`config.mk`:
```
export PLATFORM = sky130hd
export DESIGN_NAME = uart_tx_fifo
export DESIGN_NICKNAME = d
export VERILOG_FILES = /design/src/rtl/uart_tx_fifo.sv
export SDC_FILE = /design/constraint.sdc
export NUM_CORES = 1
export LEC_CHECK = 0
export CORE_ASPECT_RATIO = 0.7
export CORE_UTILIZATION = 45
export DETAILED_ROUTE_END_ITERATION = 16
export PLACE_DENSITY_LB_ADDON = 0.12
export SETUP_SLACK_MARGIN = 0.5
export SLEW_MARGIN = 20
export SYNTH_ARGS = -nofsm -noshare
export SYNTH_HDL_FRONTEND = slang
export SYNTH_SLANG_ARGS = --single-unit
export TNS_END_PERCENT = 20
```
`constraint.sdc`:
```
create_clock -name clk -period 10.05 [get_ports clk]
set_input_delay 3.015 -clock clk [delete_from_list [all_inputs] [get_ports clk]]
set_output_delay 3.015 -clock clk [all_outputs]
set_load 0.05 [all_outputs]
```
`src/rtl/uart_tx_fifo.sv`:
```
// Byte FIFO feeding an 8N1 UART transmitter (LSB first, idle high).
// The serial line is a registered decode of the FSM state, so tx lags the state by one cycle.
module uart_tx_fifo #(
    parameter int CLKS_PER_BIT = 868,
    parameter int FIFO_DEPTH   = 16
) (
    input  logic                          clk,
    input  logic                          rst_n,
    input  logic [7:0]                    tx_data,
    input  logic                          tx_data_valid,
    output logic                          tx_ready,
    output logic                          tx,
    output logic                          busy,
    output logic [$clog2(FIFO_DEPTH):0]   level
);

    localparam int PW = $clog2(FIFO_DEPTH);
    localparam int LW = PW + 1;
    localparam int CW = $clog2(CLKS_PER_BIT);

    typedef enum logic [1:0] {IDLE, START, DATA, STOP} state_t;

    state_t         r_state;
    logic [7:0]     r_mem [FIFO_DEPTH];
    logic [PW-1:0]  r_wr_ptr;
    logic [PW-1:0]  r_rd_ptr;
    logic [LW-1:0]  r_level;
    logic [CW-1:0]  r_clk_cnt;
    logic [2:0]     r_bit_idx;
    logic [7:0]     r_shift;
    logic           r_tx;

    logic           w_push;
    logic           w_pop;
    logic           w_bit_done;
    logic           w_fifo_nempty;

    assign w_fifo_nempty = (r_level != '0);
    assign w_bit_done    = (r_clk_cnt == CW'(CLKS_PER_BIT - 1));
    assign tx_ready      = (r_level < LW'(FIFO_DEPTH));
    assign w_push        = tx_data_valid && tx_ready;
    // Pop from IDLE, or on the last stop-bit cycle so the next frame follows with no gap
    assign w_pop         = w_fifo_nempty &&
                           ((r_state == IDLE) || ((r_state == STOP) && w_bit_done));

    assign tx    = r_tx;
    assign busy  = (r_state != IDLE) || w_fifo_nempty;
    assign level = r_level;

    always_ff @(posedge clk) begin
        if (w_push) begin
            r_mem[r_wr_ptr] <= tx_data;
        end
        if (w_pop) begin
            r_shift <= r_mem[r_rd_ptr];
        end
    end

    always_ff @(posedge clk) begin
        if (!rst_n) begin
            r_wr_ptr <= '0;
            r_rd_ptr <= '0;
            r_level  <= '0;
        end else begin
            if (w_push) begin
                r_wr_ptr <= r_wr_ptr + PW'(1);
            end
            if (w_pop) begin
                r_rd_ptr <= r_rd_ptr + PW'(1);
            end
            case ({w_push, w_pop})
                2'b10:   r_level <= r_level + LW'(1);
                2'b01:   r_level <= r_level - LW'(1);
                default: r_level <= r_level;
            endcase
        end
    end

    always_ff @(posedge clk) begin
        if (!rst_n) begin
            r_state   <= IDLE;
            r_clk_cnt <= '0;
            r_bit_idx <= '0;
            r_tx      <= 1'b1;
        end else begin
            case (r_state)
                IDLE: begin
                    r_tx      <= 1'b1;
                    r_clk_cnt <= '0;
                    r_bit_idx <= '0;
                    if (w_pop) begin
                        r_state <= START;
                    end
                end
                START: begin
                    r_tx <= 1'b0;
                    if (w_bit_done) begin
                        r_clk_cnt <= '0;
                        r_bit_idx <= '0;
                        r_state   <= DATA;
                    end else begin
                        r_clk_cnt <= r_clk_cnt + CW'(1);
                    end
                end
                DATA: begin
                    r_tx <= r_shift[r_bit_idx];
                    if (w_bit_done) begin
                        r_clk_cnt <= '0;
                        if (r_bit_idx == 3'd7) begin
                            r_bit_idx <= '0;
                            r_state   <= STOP;
                        end else begin
                            r_bit_idx <= r_bit_idx + 3'd1;
                        end
                    end else begin
                        r_clk_cnt <= r_clk_cnt + CW'(1);
                    end
                end
                STOP: begin
                    r_tx <= 1'b1;
                    if (w_bit_done) begin
                        r_clk_cnt <= '0;
                        r_state   <= w_pop ? START : IDLE;
                    end else begin
                        r_clk_cnt <= r_clk_cnt + CW'(1);
                    end
                end
                default: begin
                    r_tx    <= 1'b1;
                    r_state <= IDLE;
                end
            endcase
        end
    end

endmodule

```
==> flow_summary.yaml, run 1 <==
status:
  status: "finished clean"
final_layout:
  syn2layout_area_growth_pct: 13.89
  n_antenna_cell: 0
  fin_nets: 509
  layout-drive-gt1-share: 0.1217
  final_area_sq_um: 7899
  finalNonFillerCells: 688
timing:
  hold_viol_final: 0
  setup_viol_count_final: 0
  worst_pin_slew_ps: 948.8
  relSlewSlack: 0.3652
  clock_skew_ps: 9.819
  fin_setup_tns_ps: 0
  slew_violations: 0
  rsz0062_at_grt: "no"
  fin_ws_ps: 4612
  max_freq_mhz: 183.9
  fin_crit_ps: 5438
  finalCritPeriodShare: 0.5411
clock_network:
  clk_latency_ps: 410
  cts.clk_slew.worst_paths_ps: 70
  cts_tree: "done"
  cts_buffer_depth: 2
  cts-root-buf: "clkbuf_16"
  post_cts_resized: 0
  clock_sinks: 165
  post-cts-setup-buffer-count: 0
  htreeDepth: 4
  cts_buffers: 17
  hold_buffers: 0
power_and_ir_drop:
  combPwrFrac: 0.236
  p_seq_frac: 0.431
  p_switching_uw: 554.7
  powerDensity_nw_per_um2: 242.5
  switching_share: 0.2895
  p_int_mw: 1.361
  p_leak_nw: 2.565
  ir_drop_v: 0.0001146
  clkPwrFrac: 0.333
placed_design:
  placed_area_sq_um: 7302
  io_buffers: 18
  gp_congestion: 0.8216
  dp_cells: 656
  dp.final_hpwl_microns: 9508
  dp_slack_ps: 4227
synth:
  synth_seq_cells: 165
  ys_types: 46
  postSynthCellCount: 462
  synthArstFlopShare: 0
  netlist_area_sq_um: 6935
  avgSynthCellArea_sq_um: 15.01
  yosysWarnings: 0
  synthesis.nets: 491
  synth_ff_type: "edfxtp_1"
  synth-edff-count: 136
  synth_seq_area_share: 0.6726
flow_run:
  maxCapViolations: 0
routing:
  drt_iter0_drc: 327
  finalWirelength_microns: 14310
  drc: 0
  route.met3.wl_microns: 776
  wl_per_cell_microns: 20.80
  vias_per_cell: 5.690
  drtAntennaViolNets: 0
  route.met2.wl_microns: 6027
  wl_met1_microns: 7290
  drtPass1Iterations: 5
  vias: 3915
  top_layer_used: "met4"
critical_path:
  cp_max_fo: 10
  required_ps: 10410
  regToRegSetupSlack_ps: 6230
  slowest_stage: "nor2b_1"
  path_cells: "clkdlybuf4s50_1 > nor2b_1 > inv_1 > ha_1 > xor2_1 > ha_1 > a21oi_1 > a221o_1 > a2111o_1 > nand4_1"
  start_kind: "input pin"
  end_kind: "flop"
  crit_start: "tx_data_valid"
  r2r-start: "r_clk_cnt[0]"
  arrival_ps: 5790
  cp_common_cell: "ha_1"
  critical_path.max_stage_delay_ps: 580
  r2r_cells: 11
  critPathKind: "in -> reg"
min_path:
  min_from: "r_clk_cnt[0]"
  hp-class: "reg -> reg"
  holdPathStages: 1
global_routing:
  grt.total_usage: 0.1944
  overflow: 0
  grt_pass1_wl_microns: 22190
  grt_pass1_vias: 3780
  grt_max_degree: 53
  antenna_found_initial: 0
floorplan:
  die-area_sq_um: 15920
  start_util: 0.4667
  io_pins: 19
  die_w_microns: 150.4
  num_rows: 37
  die_y_microns: 105.9
  core_sq_um: 14860
## logic make-up after synthesis
kind of cell	Yosys count	share of synthesized area
flops	165	0.6726
simple gates	111	0.08155
compound gates	61	0.06296
mux	56	0.1115
buf+inv	37	0.02129
fa+ha+maj	18	0.03247
xor+xnor	14	0.01768
## worst paths after layout
check	to
hold reg to reg	r_clk_cnt[0]
setup reg to reg	level[4]
setup / recovery	level[4]
hold / removal	r_clk_cnt[0]
## synthesized netlist by cell type (2+ instances only)
library cell | count | area [sq um]
nor2b_1 | 6 | 37.54
or4_1 | 2 | 15.01
nand3b_1 | 5 | 37.54
nand2b_1 | 4 | 25.02
a22oi_1 | 8 | 60.06
ha_1 | 18 | 225.2
and2_1 | 2 | 12.51
clkbuf_1 | 16 | 60.06
o211ai_1 | 2 | 15.01
mux2i_1 | 39 | 390.4
nor4_1 | 3 | 18.77
o31ai_1 | 2 | 15.01
nand2_1 | 24 | 90.09
inv_1 | 13 | 48.80
or2_2 | 2 | 12.51
nand4_1 | 3 | 18.77
xor2_1 | 6 | 52.55
a21oi_1 | 10 | 50.05
buf_2 | 7 | 35.03
edfxtp_1 | 136 | 4084
nor2_1 | 35 | 131.4
nor3_1 | 7 | 35.03
nor3b_1 | 2 | 15.01
nand3_1 | 9 | 45.04
o21ai_0 | 12 | 60.06
dfxtp_1 | 29 | 580.6
or3_1 | 3 | 18.77
xnor2_1 | 8 | 70.07
a221oi_1 | 16 | 140.1
mux4_2 | 17 | 382.9
## worst max-delay path, delay by kind of cell
kind            cells  cell delay (ps)
buf+inv             2              620
xor+xnor            1              180
fa+ha+maj           2              530
compound gates      3              810
simple gates        2              650
## cells in the final DEF (no fill, tap or decap), drive strengths merged, types with 2 or more instances in the layout
master,synthesis,routed
edfxtp,136,136
mux2i,39,39
nor2,35,35
dfxtp,29,29
clkbuf,16,25
nand2,24,24
inv,13,19
ha,18,18
clkdlybuf4s50,0,18
mux4,17,17
a221oi,16,16
o21ai,12,12
a21oi,10,10
nand3,9,9
a22oi,8,8
xnor2,8,8
nor3,7,7
xor2,6,6
nor2b,6,6
nand3b,5,5
buf,8,5
nand2b,4,4
or3,4,4
nor4,3,3
nand4,3,3
and2,2,2
o211ai,2,2
or2,2,2
o31ai,2,2
or4,2,2
nor3b,2,2
## registers in the layout, summed over array words and instances, names as in the netlist
register and flops:
r_state 2, r_wr_ptr 4, r_shift 8, tx 1, r_bit_idx 3, r_rd_ptr 4, r_clk_cnt 10, level 5
r_mem 128
## power groups by stage
stage	clock, mW	sequential (mW)	combinational (mW)
global placement	0	0.839	0.445
detailed placement	0	0.841	0.454
global route	0.670	0.833	0.494
floorplan	0	0.854	0.310
CTS	0.646	0.827	0.455
finish	0.638	0.826	0.451
## per-stage QoR
| step | hold WS, ps | utilization | power [mW] |
|---|---|---|---|
| after CTS | 473.3 | 0.5312 | 1.929 |
| after global routing | 503.4 | 0.5315 | 1.997 |
| after detailed placement | 458.1 | 0.4914 | 1.295 |
| after global placement | 448.1 | 0.4912 | 1.283 |
| after floorplan | 430.2 | - | 1.164 |
| final | 468.7 | 0.5315 | 1.916 |
## final cells by class
class	instances	area, sq um
Clock inverter	7	52.55
Timing Repair Buffer	23	217.7
Clock buffer	25	539.3
Fill cell	1205	6962
Inverter	13	48.80
Sequential cell	165	4666
Multi-Input combinational cell	260	2131
Tap cell	195	244.0
## routing by layer
metal  GRT usage  vias to the layer above
li1            -                     1817
met1      0.3074                     1968
met2      0.2646                      110
met3     0.04069                       20
met4     0.05916                        0
met5           0                        -
Power figures use the tool's default switching activity.
==> run 2: changes to the inputs <==
clock period = 5.2 ns   (was 10.05 ns; I/O delays follow)
==> run 2 against run 1 <==
  * Sequential cell count unchanged
  * Clock-buffer cell count decreased by 7
  * Critical path type is now reg -> out
  * Sequential share of layout area increased by 0.22 points
  * Clock skew increased by 1.4 ps
  * Clock power increased by 85%
  * Non-clock buffer count increased by 2
  * First-iteration DRC count decreased by 20%
  * Power increased by 90%
  * Sequential power increased by 100%
==> flow_summary.yaml, run 2 (synthesis results as in run 1) <==
global_routing:
  overflow: 0
  grt_max_degree: 35
  grt.total_usage: 0.1944
  antenna_found_initial: 0
  grt_pass1_vias: 3806
  grt_pass1_wl_microns: 21810
timing:
  holdWs_ps: 469.2
  clock_skew_ps: 11.17
  finalCritPeriodShare: 0.7533
  fin_ws_ps: 1283
  relSlewSlack: 0.3296
  fin_setup_tns_ps: 0
  slew_violations: 0
  max_freq_mhz: 255.3
  setup_viol_count_final: 0
  worst_pin_slew_ps: 1004
  rsz0062_at_grt: "no"
  fin_crit_ps: 3917
  hold_viol_final: 0
clock_network:
  htreeDepth: 4
  post-cts-setup-buffer-count: 0
  cts_tree: "done"
  post_cts_resized: 0
  hold_buffers: 0
  cts.clk_slew.worst_paths_ps: 70
  clk_latency_ps: 420
  cts_buffers: 17
  clock_sinks: 165
  cts-root-buf: "clkbuf_16"
  cts_buffer_depth: 2
critical_path:
  arrival_ps: 2360
  start_kind: "flop"
  slowest_stage: "clkdlybuf4s50_1"
  end_kind: "primary output"
  regToRegSetupSlack_ps: 1760
  r2r-start: "level[4]"
  critical_path.max_stage_delay_ps: 740
  crit_start: "level[4]"
  path_cells: "nor4_1 > nand2_1 > clkdlybuf4s50_1"
  r2r_cells: 11
  cp_max_fo: 6
  required_ps: 3640
  r2r_end: "level[4]"
  critPathKind: "reg -> out"
final_layout:
  finalNonFillerCells: 690
  final_cell_mix: "edfxtp_1 (136), mux2i_1 (39), nor2_1 (35)"
  reg_top3: "r_mem: 128 flops, r_clk_cnt: 10 flops, r_shift: 8 flops"
  final_core_util: 0.5298
  syn2layout_area_growth_pct: 13.53
  final_area_sq_um: 7874
  largest-register: "r_mem"
  fin_nets: 511
  layout-drive-gt1-share: 0.1212
  final_common_cell: "edfxtp_1"
  n_antenna_cell: 0
  largest_register_ff_count: 128
routing:
  drtPass1Iterations: 4
  drc: 0
  finalWirelength_microns: 14010
  wl_per_cell_microns: 20.31
  vias: 3867
  drt_iter0_drc: 261
  drtAntennaViolNets: 0
  vias_per_cell: 5.604
placed_design:
  placed_area_sq_um: 7315
  dp_slack_ps: 943.3
  dp.final_hpwl_microns: 9305
  io_buffers: 18
  dp_cells: 658
  gp_congestion: 0.7681
power_and_ir_drop:
  p_leak_nw: 2.546
  powerDensity_nw_per_um2: 462.9
  p_total_mw: 3.645
  ir_drop_v: 0.0002587
floorplan:
  core_sq_um: 14860
  start_util: 0.4667
  die-area_sq_um: 15920
  die_y_microns: 105.9
  num_rows: 37
  die_w_microns: 150.4
  io_pins: 19
min_path:
  holdPathStages: 1
  min_from: "r_clk_cnt[0]"
  min_to: "r_clk_cnt[0]"
  hp-class: "reg -> reg"
status:
  status: "finished clean"
flow_run:
  maxCapViolations: 0
## run 2: cell count changes in the layout (fill, tap and decap cells not counted), moves of 2 or more
cell	delta
buf_4	+2
clkbuf_1	-2
clkbuf_16	-3
clkbuf_8	-2
clkinv_1	+2
clkinv_4	+5
inv_4	-3
## run 2: how the worst max path moves through the flow
stage               endpoint  slack (ps)  cells past startpoint
finish                  busy        1280                      3
global route            busy        1140                      3
CTS                     busy        1220                      3
detailed placement  level[4]         940                     10
global placement    level[4]         980                     10
floorplan           level[4]        1590                     11
## run 2: layout make-up
class / instances / area (sq um)
multi-input cells: 260 / 2123
well taps: 195 / 244.0
clock inverters: 14 / 127.6
inverters: 13 / 48.80
fillers: 1195 / 6987
clock buffers: 18 / 429.2
repair buffers: 25 / 232.7
flip-flops and latches: 165 / 4668
## run 2: worst max-delay path: cells and delay by family (launching register included)
kind / cells / cell delay, ps
buf+inv: 1 / 740
flops: 1 / 380
simple gates: 2 / 830
## run 2: power breakdown
group / internal [mW] / switching [mW] / leakage, nW
clock: 0.662 / 0.515 / 0.266
sequential: 1.54 / 0.123 / 1.47
combinational: 0.362 / 0.439 / 0.811
total: 2.57 / 1.08 / 2.55
## run 2: routing by layer
metal / global-route usage / up-vias / wire length [microns]
met1: 0.2905 / 1945 / 7075
met3: 0.05801 / 8 / 760
met4: 0.04762 / 0 / 105
met2: 0.2755 / 98 / 6070
met5: 0 / - / 0
li1: - / 1816 / -
==> run 3: changes to the inputs <==
clock period = 3.7 ns   (was 5.2 ns; I/O delays follow)
==> run 3 against run 2 <==
  * Clock-buffer cell count grew 6
  * Combinational power grew 56%
  * Critical endpoint unchanged
  * Sequential cell count is the same
  * Final cell count grew 2.8%
  * Final area grew 2.4%
  * Power grew 44%
  * Wire length grew 0.81%
  * Non-clock buffer count grew 19
  * Critical path type unchanged
==> flow_summary.yaml, run 3 (synthesis results as in run 1) <==
critical_path:
  r2r_cells: 11
  critical_path.max_stage_delay_ps: 530
  crit_start: "r_state[0]"
  r2r_end: "level[4]"
  required_ps: 2590
  critPathKind: "reg -> out"
  arrival_ps: 1980
  cp-endpoint: "busy"
  regToRegSetupSlack_ps: 710
  cp_max_fo: 5
  slowest_stage: "dlygate4sd2_1"
  start_kind: "flop"
  end_kind: "primary output"
  r2r-start: "r_state[0]"
  path_cells: "inv_1 > ha_1 > nor2b_1 > nand2_1 > dlygate4sd2_1"
clock_network:
  clk_latency_ps: 420
  cts.clk_slew.worst_paths_ps: 60
  cts_tree: "done"
  clock_sinks: 165
  cts_buffers: 17
  htreeDepth: 4
  cts-root-buf: "clkbuf_16"
  cts_buffer_depth: 2
floorplan:
  num_rows: 37
  die_w_microns: 150.4
  die-area_sq_um: 15920
  die_y_microns: 105.9
  start_util: 0.4667
  io_pins: 19
  core_sq_um: 14860
global_routing:
  overflow: 0
  grt_max_degree: 34
  antenna_found_initial: 0
  grt_pass1_wl_microns: 21580
  grt_pass1_vias: 3666
  grt.total_usage: 0.1938
status:
  status: "finished clean"
timing:
  relSlewSlack: 0.5058
  slew_violations: 0
  max_freq_mhz: 323.8
  fin_setup_tns_ps: 0
  clock_skew_ps: 13.06
  worst_pin_slew_ps: 734.5
  hold_viol_final: 0
  holdWs_ps: 464.2
  fin_crit_ps: 3088
  rsz0062_at_grt: "no"
  finalCritPeriodShare: 0.8347
  setup_viol_count_final: 0
routing:
  drtPass1Iterations: 5
  vias_per_cell: 5.570
  wl_per_cell_microns: 19.92
  finalWirelength_microns: 14120
  drc: 0
  drtAntennaViolNets: 0
  vias: 3949
  drt_iter0_drc: 433
final_layout:
  largest_register_ff_count: 128
  final_cell_mix: "edfxtp_1 (136), mux2i_1 (39), nor2_1 (34)"
  reg_top3: "r_mem: 128 flops, r_clk_cnt: 10 flops, r_shift: 8 flops"
  finalNonFillerCells: 709
  fin_nets: 530
  n_antenna_cell: 0
  final_common_cell: "edfxtp_1"
  syn2layout_area_growth_pct: 16.29
  final_area_sq_um: 8065
  layout-drive-gt1-share: 0.1634
  largest-register: "r_mem"
placed_design:
  gp_congestion: 0.7901
  dp.final_hpwl_microns: 9417
  io_buffers: 18
  dp_cells: 677
  placed_area_sq_um: 7478
min_path:
  holdPathStages: 1
  hp-class: "reg -> reg"
power_and_ir_drop:
  p_leak_nw: 2.673
  powerDensity_nw_per_um2: 648.6
  ir_drop_v: 0.0003180
flow_run:
  maxCapViolations: 0
run 3: cell count changes in the layout (fill, tap and decap cells not counted), sizes merged:
cell | previous run | this run
clkinvlp | 2 | 0
dlygate4sd2 | 0 | 1
clkbuf | 18 | 24
buf | 7 | 26
clkinv | 8 | 3
bufinv | 1 | 0
clkdlybuf4s50 | 18 | 17
inv | 16 | 18
run 3: how the worst min path moves through the flow:
stage / startpoint / end / slack (ps)
global placement: r_clk_cnt[0] / r_clk_cnt[0] / 440
CTS: r_clk_cnt[0] / r_clk_cnt[0] / 470
floorplan: r_clk_cnt[0] / r_clk_cnt[0] / 430
detailed placement: r_clk_cnt[0] / r_clk_cnt[0] / 460
global route: r_clk_cnt[0] / r_clk_cnt[0] / 500
finish: r_clk_cnt[0] / r_clk_cnt[0] / 460
run 3: final cells by class:
class	instances	area, sq um
Clock buffer	24	524.3
Timing Repair Buffer	44	386.6
Clock inverter	8	58.81
Multi-Input combinational cell	260	2136
Sequential cell	165	4667
Fill cell	1224	6795
Tap cell	195	244.0
Inverter	13	48.80
run 3: metal layers:
metal,share of wire,global-route usage
met4,0.013,0.06494
met3,0.050,0.04026
met5,0,0
met2,0.42,0.2620
met1,0.52,0.3061
run 3: critical path: cells and delay by family, from the launching register on:
kind | cells | cell delay (ps)
adders and majority gates | 1 | 270
buffers and inverters | 2 | 650
DFF | 1 | 410
and+or+nand+nor | 2 | 240
run 3: metrics by stage:
step / worst slack [ps] / total power, mW / utilization
finish: 611.5 / 5.231 / 0.5427
CTS: 524.4 / 5.266 / 0.5424
detailed placement: 317.4 / 3.574 / 0.5032
floorplan: 541.4 / 3.173 / -
global placement: 342.3 / 3.555 / 0.5032
global route: 509.4 / 5.458 / 0.5427
run 3: timing repair:
action                                  CTS  global route
endpoints found under the setup margin    1             2
hold buffers                              0             0
hold endpoints to repair                  0             0
pin swaps                                 0             1
buffers inserted                          0             0
resized for setup                         1             2
run 3: report_power, final:
part / switching [mW] / leakage, nW / total [mW] / internal, mW
logic: 0.710 / 0.912 / 1.25 / 0.544
clock network: 0.700 / 0.293 / 1.70 / 1.00
registers: 0.109 / 1.47 / 2.28 / 2.17
total: 1.52 / 2.67 / 5.23 / 3.71
